**src/rtl/cpu_sequencer_if.sv**
```systemverilog
// Instruction-fetch and datapath-control bundle for cpu_sequencer.
// The slave modport is the sequencer side; the master modport is fetch/datapath.
interface cpu_sequencer_if #(
  parameter int unsigned NUM_REGS = 4
);
  logic                instr_valid;
  logic [7:0]          instr;
  logic                instr_ready;
  logic                resume;
  logic [3:0]          alu_op;
  logic [1:0]          sel_a;
  logic [1:0]          sel_b;
  logic [NUM_REGS-1:0] reg_save;
  logic [NUM_REGS-1:0] reg_clear;
  logic                busy;
  logic                halted;
  logic                illegal;
  logic [7:0]          instr_count;

  modport master (
    output instr_valid, instr, resume,
    input  instr_ready, alu_op, sel_a, sel_b, reg_save, reg_clear,
           busy, halted, illegal, instr_count
  );

  modport slave (
    input  instr_valid, instr, resume,
    output instr_ready, alu_op, sel_a, sel_b, reg_save, reg_clear,
           busy, halted, illegal, instr_count
  );
endinterface

```
**src/rtl/cpu_sequencer.sv**
```systemverilog
// Multi-cycle control sequencer: accepts one instruction, drives ALU selects
// through DECODE/EXECUTE/WRITEBACK and issues a single save/clear strobe.
module cpu_sequencer #(
  parameter int unsigned NUM_REGS = 4
) (
  input  logic              clk,
  input  logic              reset_n,
  cpu_sequencer_if.slave    bus
);

  typedef enum logic [2:0] {
    S_IDLE,
    S_DECODE,
    S_EXECUTE,
    S_WRITEBACK,
    S_HALT
  } state_t;

  state_t              r_state;
  state_t              w_state_next;
  logic [7:0]          r_instr;
  logic [7:0]          r_count;
  logic                r_illegal;

  logic [3:0]          w_op;
  logic [1:0]          w_dst;
  logic [1:0]          w_src;
  logic [NUM_REGS-1:0] w_dst_onehot;

  logic                w_accept;
  logic                w_retire;
  logic                w_set_illegal;
  logic                w_instr_ready;
  logic                w_busy;
  logic                w_halted;
  logic [3:0]          w_alu_op;
  logic [1:0]          w_sel_a;
  logic [1:0]          w_sel_b;
  logic [NUM_REGS-1:0] w_reg_save;
  logic [NUM_REGS-1:0] w_reg_clear;

  assign w_op  = r_instr[7:4];
  assign w_dst = r_instr[3:2];
  assign w_src = r_instr[1:0];

  always_comb begin
    w_dst_onehot        = '0;
    w_dst_onehot[w_dst] = 1'b1;
  end

  // Strobes and selects decode straight from the state register so an
  // asynchronous reset removes them in the same instant.
  always_comb begin
    w_state_next  = r_state;
    w_accept      = 1'b0;
    w_retire      = 1'b0;
    w_set_illegal = 1'b0;
    w_instr_ready = 1'b0;
    w_busy        = 1'b0;
    w_halted      = 1'b0;
    w_alu_op      = '0;
    w_sel_a       = '0;
    w_sel_b       = '0;
    w_reg_save    = '0;
    w_reg_clear   = '0;

    case (r_state)
      S_IDLE: begin
        w_instr_ready = 1'b1;
        if (bus.instr_valid) begin
          w_accept     = 1'b1;
          w_state_next = S_DECODE;
        end
      end

      S_DECODE: begin
        w_busy   = 1'b1;
        w_alu_op = w_op;
        w_sel_a  = w_dst;
        w_sel_b  = w_src;
        if (w_op == 4'hF) begin
          w_retire     = 1'b1;
          w_state_next = S_HALT;
        end else begin
          w_state_next = S_EXECUTE;
        end
      end

      S_EXECUTE: begin
        w_busy       = 1'b1;
        w_alu_op     = w_op;
        w_sel_a      = w_dst;
        w_sel_b      = w_src;
        w_state_next = S_WRITEBACK;
      end

      S_WRITEBACK: begin
        w_busy       = 1'b1;
        w_alu_op     = w_op;
        w_sel_a      = w_dst;
        w_sel_b      = w_src;
        w_retire     = 1'b1;
        w_state_next = S_IDLE;
        if (w_op inside {[4'h1:4'h7]}) begin
          w_reg_save = w_dst_onehot;
        end else if (w_op == 4'h8) begin
          w_reg_clear = w_dst_onehot;
        end else if (w_op inside {[4'h9:4'hE]}) begin
          w_set_illegal = 1'b1;
        end
      end

      S_HALT: begin
        w_halted = 1'b1;
        if (bus.resume) begin
          w_state_next = S_IDLE;
        end
      end

      default: begin
        w_state_next = S_IDLE;
      end
    endcase
  end

  always_ff @(posedge clk or negedge reset_n) begin
    if (!reset_n) begin
      r_state   <= S_IDLE;
      r_instr   <= '0;
      r_count   <= '0;
      r_illegal <= 1'b0;
    end else begin
      r_state <= w_state_next;
      if (w_accept) begin
        r_instr <= bus.instr;
      end
      if (w_retire) begin
        r_count <= r_count + 8'd1;
      end
      if (w_set_illegal) begin
        r_illegal <= 1'b1;
      end
    end
  end

  assign bus.instr_ready = w_instr_ready;
  assign bus.busy        = w_busy;
  assign bus.halted      = w_halted;
  assign bus.alu_op      = w_alu_op;
  assign bus.sel_a       = w_sel_a;
  assign bus.sel_b       = w_sel_b;
  assign bus.reg_save    = w_reg_save;
  assign bus.reg_clear   = w_reg_clear;
  assign bus.illegal     = r_illegal;
  assign bus.instr_count = r_count;

endmodule

```
**src/flat_wrapper.sv**
```systemverilog
// flat-port wrapper written by rule: the top's interface ports become plain ports
module cpu_sequencer_flat 
#(
  parameter int unsigned NUM_REGS = 4
)
  (clk, reset_n, bus_instr_valid, bus_instr, bus_resume, bus_instr_ready, bus_alu_op, bus_sel_a, bus_sel_b, bus_reg_save, bus_reg_clear, bus_busy, bus_halted, bus_illegal, bus_instr_count);
  cpu_sequencer_if #(.NUM_REGS(NUM_REGS)) bus_i ();
  input  logic clk;
  input  logic reset_n;
  input wire logic [$bits(bus_i.instr_valid)-1:0] bus_instr_valid;
  input wire logic [$bits(bus_i.instr)-1:0] bus_instr;
  input wire logic [$bits(bus_i.resume)-1:0] bus_resume;
  output wire logic [$bits(bus_i.instr_ready)-1:0] bus_instr_ready;
  output wire logic [$bits(bus_i.alu_op)-1:0] bus_alu_op;
  output wire logic [$bits(bus_i.sel_a)-1:0] bus_sel_a;
  output wire logic [$bits(bus_i.sel_b)-1:0] bus_sel_b;
  output wire logic [$bits(bus_i.reg_save)-1:0] bus_reg_save;
  output wire logic [$bits(bus_i.reg_clear)-1:0] bus_reg_clear;
  output wire logic [$bits(bus_i.busy)-1:0] bus_busy;
  output wire logic [$bits(bus_i.halted)-1:0] bus_halted;
  output wire logic [$bits(bus_i.illegal)-1:0] bus_illegal;
  output wire logic [$bits(bus_i.instr_count)-1:0] bus_instr_count;
  assign bus_i.instr_valid = bus_instr_valid;
  assign bus_i.instr = bus_instr;
  assign bus_i.resume = bus_resume;
  assign bus_instr_ready = bus_i.instr_ready;
  assign bus_alu_op = bus_i.alu_op;
  assign bus_sel_a = bus_i.sel_a;
  assign bus_sel_b = bus_i.sel_b;
  assign bus_reg_save = bus_i.reg_save;
  assign bus_reg_clear = bus_i.reg_clear;
  assign bus_busy = bus_i.busy;
  assign bus_halted = bus_i.halted;
  assign bus_illegal = bus_i.illegal;
  assign bus_instr_count = bus_i.instr_count;
  cpu_sequencer #(.NUM_REGS(NUM_REGS)) u_core (.clk(clk), .reset_n(reset_n), .bus(bus_i));
endmodule
```
**config.mk**
```make
export PLATFORM = sky130hd
export DESIGN_NAME = cpu_sequencer_flat
export DESIGN_NICKNAME = d
export VERILOG_FILES = /design/src/rtl/cpu_sequencer_if.sv /design/src/rtl/cpu_sequencer.sv /design/src/flat_wrapper.sv
export SDC_FILE = /design/constraint.sdc
export NUM_CORES = 1
export LEC_CHECK = 0
export CAP_MARGIN = 20
export CORE_MARGIN = 1
export CORE_UTILIZATION = 48
export CTS_BUF_LIST = sky130_fd_sc_hd__clkbuf_8
export DETAILED_ROUTE_END_ITERATION = 8
export PLACE_DENSITY = 0.92
export SLEW_MARGIN = 10
export SYNTH_ARGS = -nofsm -noshare
export SYNTH_HDL_FRONTEND = slang
export SYNTH_SLANG_ARGS = --single-unit
```
**constraint.sdc**
```tcl
create_clock -name clk -period 3.9 [get_ports clk]
set_input_delay 0.78 -clock clk [delete_from_list [all_inputs] [get_ports clk]]
set_output_delay 0.78 -clock clk [all_outputs]
set_load 0.01 [all_outputs]
```
==> metrics, run 1 <==
Core ar.=roughly 2000 µm²; most instantiated cells after synthesis=dfrtp_1, and2_1, mux2_2, nor2_1, xor2_1; initial drt markers=11; GP Congestion=between 0.8 and 0.9; Final Hold Violating Endpoints=0; Hold Startpoint=u_core.bus.illegal; Main synth FF type=dfrtp_1; Final setup viols=0; post-layout total power=roughly 1100 µW; vias in the first global route=between 800 and 900; overall routing resource usage=0.204; initial core utilization=0.519; number of max-cap violations=0; layout cells sized above 1=0.116; postcts setup bufs=0; RSZ-0062 raised after global routing=no; hold-fix buffer count after cts=0; Syn Area/Cell=11.3 µm²; Avg WL per Cell=14.2 µm; Peak Freq=339 MHz; Worst Path Max Fanout=7; Area Overhead vs Synth=41.8%; Synth Register Bits=20; CTS tree=built; cts bufs inserted=3; vias per cell=5.43; Synthesized Nets=~110; CP required=about 3.1 ns; clk slew on worst S/H paths=approximately 0.06 ns; IO Pins=40; final core utilization=0.736; synthesized area=1040 µm²; Diodes inserted=0; Post-synth ARST share=1.00; H-tree levels=1; Int Pwr=around 700 µW; clk_skew=slightly below 0.001 ns; Reg2Reg Depth=3; DIE AREA=~2400 µm²; Lkg Pwr=between 0.0005 and 0.0006 µW; critical path class=flop to output port; Net count, final=144; Finished Layout Cells=between 150 and 200; HPWL after detailed placement=1680 µm; CP Data Arrival Time=2.17 ns; Post-synth EDFFs=0; relative slew slack=0.410; Clock Path Buffers=2; clock latency on the worst-skew pair=about 0.24 ns; sequential fraction of the synthesis area=0.481; Hold Path End=u_core.bus.illegal; Synth top area share=0.481; minimum clock period after layout=between 2 and 3 ns; Max IR drop VDD=between 0.4 and 0.5 mV; CTS sink count=20; via count=approximately 850; Hold Path Class=flop to flop; drt first pass iters=4; Hold Path Cell Cnt=1; root buf cell=clkbuf_8; cell taking the most area after synthesis=dfrtp_1; post-route DRC violation count=0; switching share of power=0.372; total congestion overflow=0; Die H=between 40 and 50 µm; internal reg-to-reg setup slack=about 2.2 ns; first-pass GRT wire length=3750 µm; fill count=162; antenna viol nets, final=0; final slew viol count=0; Net Sw Power=around 400 µW; clock power share=0.113; crit start category=flop; CP endpoint kind=output port; final period utilization=0.757; initial antenna violation count=0; power share of the combinational group=0.505; largest net degree at the start of global routing=21; Die W=48.5 µm; Synth Instances=slightly above 90; worst-margin pin slew=~0.9 ns; Port Buffers=39; # rows=16; r2r endpoint=u_core.r_instr[3]; Setup TNS Final=0 ns; WHS=approximately 0.47 ns; pwr dens=about 750 nW/µm²; Sequential Power Share=0.382; DP Cell Count=around 150; post-CTS sizing=0; distinct cell type count after synthesis=29; Critical R2R Launch=u_core.r_state[1]; outcome=complete, no violations; DRT Wirelength=2220 µm; Syn. warnings=0; Synth area leaders=dfrtp_1, mux2_2, and2_1; most frequent cell after synthesis=dfrtp_1
## flip-flops by register name, indices dropped and copies added, names as in the netlist
register / cells
u_core.r_state: 3
u_core.bus.illegal: 1
u_core.r_instr: 8
u_core.bus.instr_count: 8
## critical path, stage by stage (launching register included)
cell and delay, ns:
dfrtp_1 0.45, nor3_1 0.57, nand2_1 0.15, nor3_1 0.19
clkdlybuf4s50_1 0.58
## worst max-delay path by stage
stage                           start                to  cells after the start
floorplan           u_core.r_instr[5]  bus_reg_clear[0]                      3
global placement    u_core.r_instr[5]  bus_reg_clear[0]                      4
detailed placement  u_core.r_instr[5]  bus_reg_clear[2]                      4
CTS                 u_core.r_instr[5]  bus_reg_clear[2]                      4
global route        u_core.r_instr[5]  bus_reg_clear[0]                      4
finish              u_core.r_instr[5]  bus_reg_clear[2]                      4
## placed cells by master (no fill, tap or decap)
cell,synthesis,routed
xor2_1,7,7
and4bb_2,1,1
nand4b_1,1,1
nand3b_1,2,2
a41oi_4,1,1
ha_1,1,1
nand3_1,3,3
clkdlybuf4s50_1,0,39
nor2b_1,1,1
a41o_1,1,1
and2b_1,1,1
a21oi_1,1,1
nor3b_1,2,2
nor4b_1,2,2
dfrtp_1,20,20
and2_1,10,10
mux2i_1,1,1
nor4_1,3,3
nor3_1,6,6
nor4b_2,1,1
clkbuf_8,0,3
mux2_2,9,9
and4_1,1,1
and3_1,1,1
nand2_1,2,2
nor2_1,9,9
## cell type report
cell class | count | area [µm²] | share of cell area
clock buffer | 3 | 41.3 | 0.0280
timing repair buffer | 39 | 390 | 0.265
tap | 27 | 33.8 | 0.0229
multi-input combinational | 67 | 508 | 0.345
sequential | 20 | 500 | 0.340
## routing by layer
layer,part of all wire,track usage,vias up
li1,-,-,402
met1,0.43,0.253,408
met2,0.52,0.376,37
met3,0.054,0.0283,0
met4,0,0.0441,0
met5,0,0,-
## power by group through the flow
| stage | clock network (µW) | registers (µW) | logic [µW] |
|---|---|---|---|
| 2_1_floorplan | 0 | 380 | 345 |
| 3_3_place_gp | 0 | 414 | 545 |
| 3_5_place_dp | 0 | 423 | 562 |
| 4_1_cts | 129 | 422 | 564 |
| 5_1_grt | 137 | 439 | 605 |
| 6_report | 125 | 422 | 557 |
## cell families (layout without fill, tap and decap cells)
kind of cell | after synthesis | in the layout | share of synthesized area
and+or+nand+nor | 46 | 46 | 0.270
DFF | 20 | 20 | 0.481
muxes | 10 | 10 | 0.107
xor gates and xnor gates | 7 | 7 | 0.0590
buffers and inverters | 5 | 42 | 0.0301
AOI/OAI and AO/OA | 3 | 3 | 0.0409
adders and majority gates | 1 | 1 | 0.0120
## metrics by stage
| stage | area [µm²] | worst slack [ns] |
|---|---|---|
| 2_1_floorplan | 1040 | 1.78 |
| 3_3_place_gp | 1430 | 1.29 |
| 3_5_place_dp | 1430 | 1.20 |
| 4_1_cts | 1470 | 0.929 |
| 5_1_grt | 1470 | 0.792 |
| 6_report | 1470 | 0.948 |
Power figures use the tool's default switching activity.
==> run 2: changes to the inputs <==
--- a/config.mk
+++ b/config.mk
@@ -7,10 +7,10 @@
 export LEC_CHECK = 0
 export CAP_MARGIN = 20
 export CORE_MARGIN = 1
-export CORE_UTILIZATION = 48
+export CORE_UTILIZATION = 40
 export CTS_BUF_LIST = sky130_fd_sc_hd__clkbuf_8
 export DETAILED_ROUTE_END_ITERATION = 8
-export PLACE_DENSITY = 0.92
+export PLACE_DENSITY = 0.82
 export SLEW_MARGIN = 10
 export SYNTH_ARGS = -nofsm -noshare
 export SYNTH_HDL_FRONTEND = slang
==> constraint.sdc (replaced) <==
create_clock -name clk -period 2.7 [get_ports clk]
set_input_delay 0.54 -clock clk [delete_from_list [all_inputs] [get_ports clk]]
set_output_delay 0.54 -clock clk [all_outputs]
set_load 0.01 [all_outputs]
==> run 2 against run 1 <==
Final area rose by 1.3%. Sequential share of layout area shrank 0.43 points. Sequential power is 42% higher. Utilization fell by 13 points. Final cell count increased by 3.2%. Largest cell class unchanged. Hold slack gained 0.0067 ns. Via count grew 0.12%. Critical path depth stayed put. Clock skew is 0.0031 ns higher.
==> metrics, run 2 (synthesis results as in run 1) <==
GP Congestion=0.730 (-13%); pre-CTS setup slack=0.393 ns (-0.811 ns); Avg WL per Cell=14.1 µm (-0.48%); via count=848 (+0.12%); overall routing resource usage=0.191 (-0.0126); H-tree levels=1 (unchanged); post-CTS sizing=0 (unchanged); root buf cell=clkbuf_8; RSZ-0062 raised after global routing=no; Area Overhead vs Synth=43.6%; Die W=53.0 µm (+9.2%); worst-margin pin slew=0.904 ns (+0.0223 ns); Core ar.=2480 µm² (+24%); antenna viol nets, final=0 (unchanged); setup ws final=0.125 ns (-0.823 ns); post-route DRC violation count=0 (unchanged); Hold Path End=u_core.bus.instr_count[7]; commonest non-fill, non-tap cell in the layout=clkdlybuf4s50_1; final period utilization=0.954; DP Cell Count=158 (+3.3%); DRT Wirelength=2280 µm (+2.7%); minimum clock period after layout=between 2 and 3 ns; Clock Path Buffers=2 (unchanged); CP Data Arrival Time=2.04 ns (-0.13 ns); Reg2Reg Depth=4 (+1); HPWL after detailed placement=1750 µm (+4.3%); Net count, final=146 (+1.4%); Die H=53.0 µm (+9.2%); final slew viol count=0 (unchanged); cts bufs inserted=3 (unchanged); CTS tree=built; Diodes inserted=0 (unchanged); critical path class=flop to output port; initial drt markers=4 (-7); largest net degree at the start of global routing=21 (unchanged); layout cells sized above 1=0.130 (+0.0135); pwr dens=1090 nW/µm² (+46%); relative slew slack=0.395 (-0.0149); Worst Path Max Fanout=9 (+2); DIE AREA=2810 µm² (+19%); clk_skew=0.00414 ns (+0.00315 ns); Setup TNS Final=0 ns (unchanged); Lkg Pwr=0.000604 µW (+1.7%); Final Hold Violating Endpoints=0 (unchanged); vias per cell=5.27 (-3.0%); Hold Path Class=flop to flop; Peak Freq=around 390 MHz; CP endpoint kind=output port; internal reg-to-reg setup slack=0.97 ns (-1.26 ns); initial antenna violation count=0 (unchanged); initial core utilization=0.420 (-0.0997); vias in the first global route=897 (+10%); Hold Startpoint=u_core.bus.instr_count[7]; Critical R2R Launch=u_core.r_state[1]; IO Pins=40 (unchanged); postcts setup bufs=0 (unchanged); most frequent cells in the layout=clkdlybuf4s50_1, dfrtp_1, and2_1, nor2_1, mux2_2; crit start category=flop; clk slew on worst S/H paths=0.07 ns (about the same); Final setup viols=0 (unchanged); r2r endpoint=u_core.r_instr[1]; clock latency on the worst-skew pair=0.25 ns (about the same); Max IR drop VDD=0.652 mV (+32%); # rows=18 (+2); first-pass GRT wire length=3860 µm (+3.0%); CTS sink count=20 (unchanged); Hold Path Cell Cnt=1 (unchanged); outcome=complete, no violations; hold-fix buffer count after cts=0 (unchanged); Finished Layout Cells=161 (+3.2%); drt first pass iters=4 (unchanged); CP required=2.16 ns (-0.96 ns); number of max-cap violations=0 (unchanged); total congestion overflow=0 (unchanged); Port Buffers=39 (unchanged)
## run 2: cell count changes in the layout (fill, tap and decap cells not counted), sizes merged
cell | before | now
buf | 0 | 2
## run 2: cell type report
cell class / count / area [µm²]
well taps: 30 / 37.5
clock buffers: 3 / 41.3
multi-input cells: 67 / 508
flip-flops and latches: 20 / 500
fillers: 233 / 985
repair buffers: 41 / 405
## run 2: how the worst max path moves through the flow
stage / from / endpoint / depth (start not counted)
2_1_floorplan: u_core.r_instr[5] / bus_reg_clear[0] / 3
3_3_place_gp: u_core.r_state[2] / bus_reg_save[3] / 4
3_5_place_dp: u_core.r_state[2] / bus_reg_save[3] / 4
4_1_cts: u_core.r_state[2] / bus_reg_save[3] / 4
5_1_grt: u_core.r_state[2] / bus_reg_save[3] / 4
6_report: u_core.r_state[2] / bus_reg_save[2] / 4
## run 2: per-layer routing
metal,part of all wire,GRT usage,vias to the layer above
li1,-,-,406
met1,0.42,0.213,412
met2,0.50,0.348,28
met3,0.065,0.0460,2
met4,0.0070,0.0702,0
met5,0,0,-
## run 2: metrics by stage
| step | util | area, µm² | total power (µW) | hold WS, ns |
|---|---|---|---|---|
| after global placement | 0.586 | 1450 | 1420 | 0.459 |
| final | 0.603 | 1490 | 1630 | 0.479 |
| after floorplan | - | 1040 | 1050 | 0.244 |
| after CTS | 0.603 | 1490 | 1650 | 0.483 |
| after detailed placement | 0.586 | 1450 | 1460 | 0.468 |
| after global routing | 0.603 | 1490 | 1750 | 0.509 |
## run 2: where the power goes
part	leakage (µW)	switching, µW	internal [µW]
Combinational	0.000338	353	494
Clock	0.0000216	88.1	99.0
Sequential	0.000244	173	426
Total	0.000604	614	1020
## run 2: critical path, stage by stage (launching register included)
cell and delay [ns]:
dfrtp_1 0.45, and2b_1 0.31, nand3_1 0.16, nor4_1 0.28, clkdlybuf4s50_1 0.59
==> run 3: changes to the inputs <==
--- a/config.mk
+++ b/config.mk
@@ -10,6 +10,7 @@
 export CORE_UTILIZATION = 40
 export CTS_BUF_LIST = sky130_fd_sc_hd__clkbuf_8
 export DETAILED_ROUTE_END_ITERATION = 8
+export HOLD_SLACK_MARGIN = 0.06
 export PLACE_DENSITY = 0.82
 export SLEW_MARGIN = 10
 export SYNTH_ARGS = -nofsm -noshare
==> results of run 3 <==
Same layout as run 2: the final DEF is identical, and so are final timing and power.
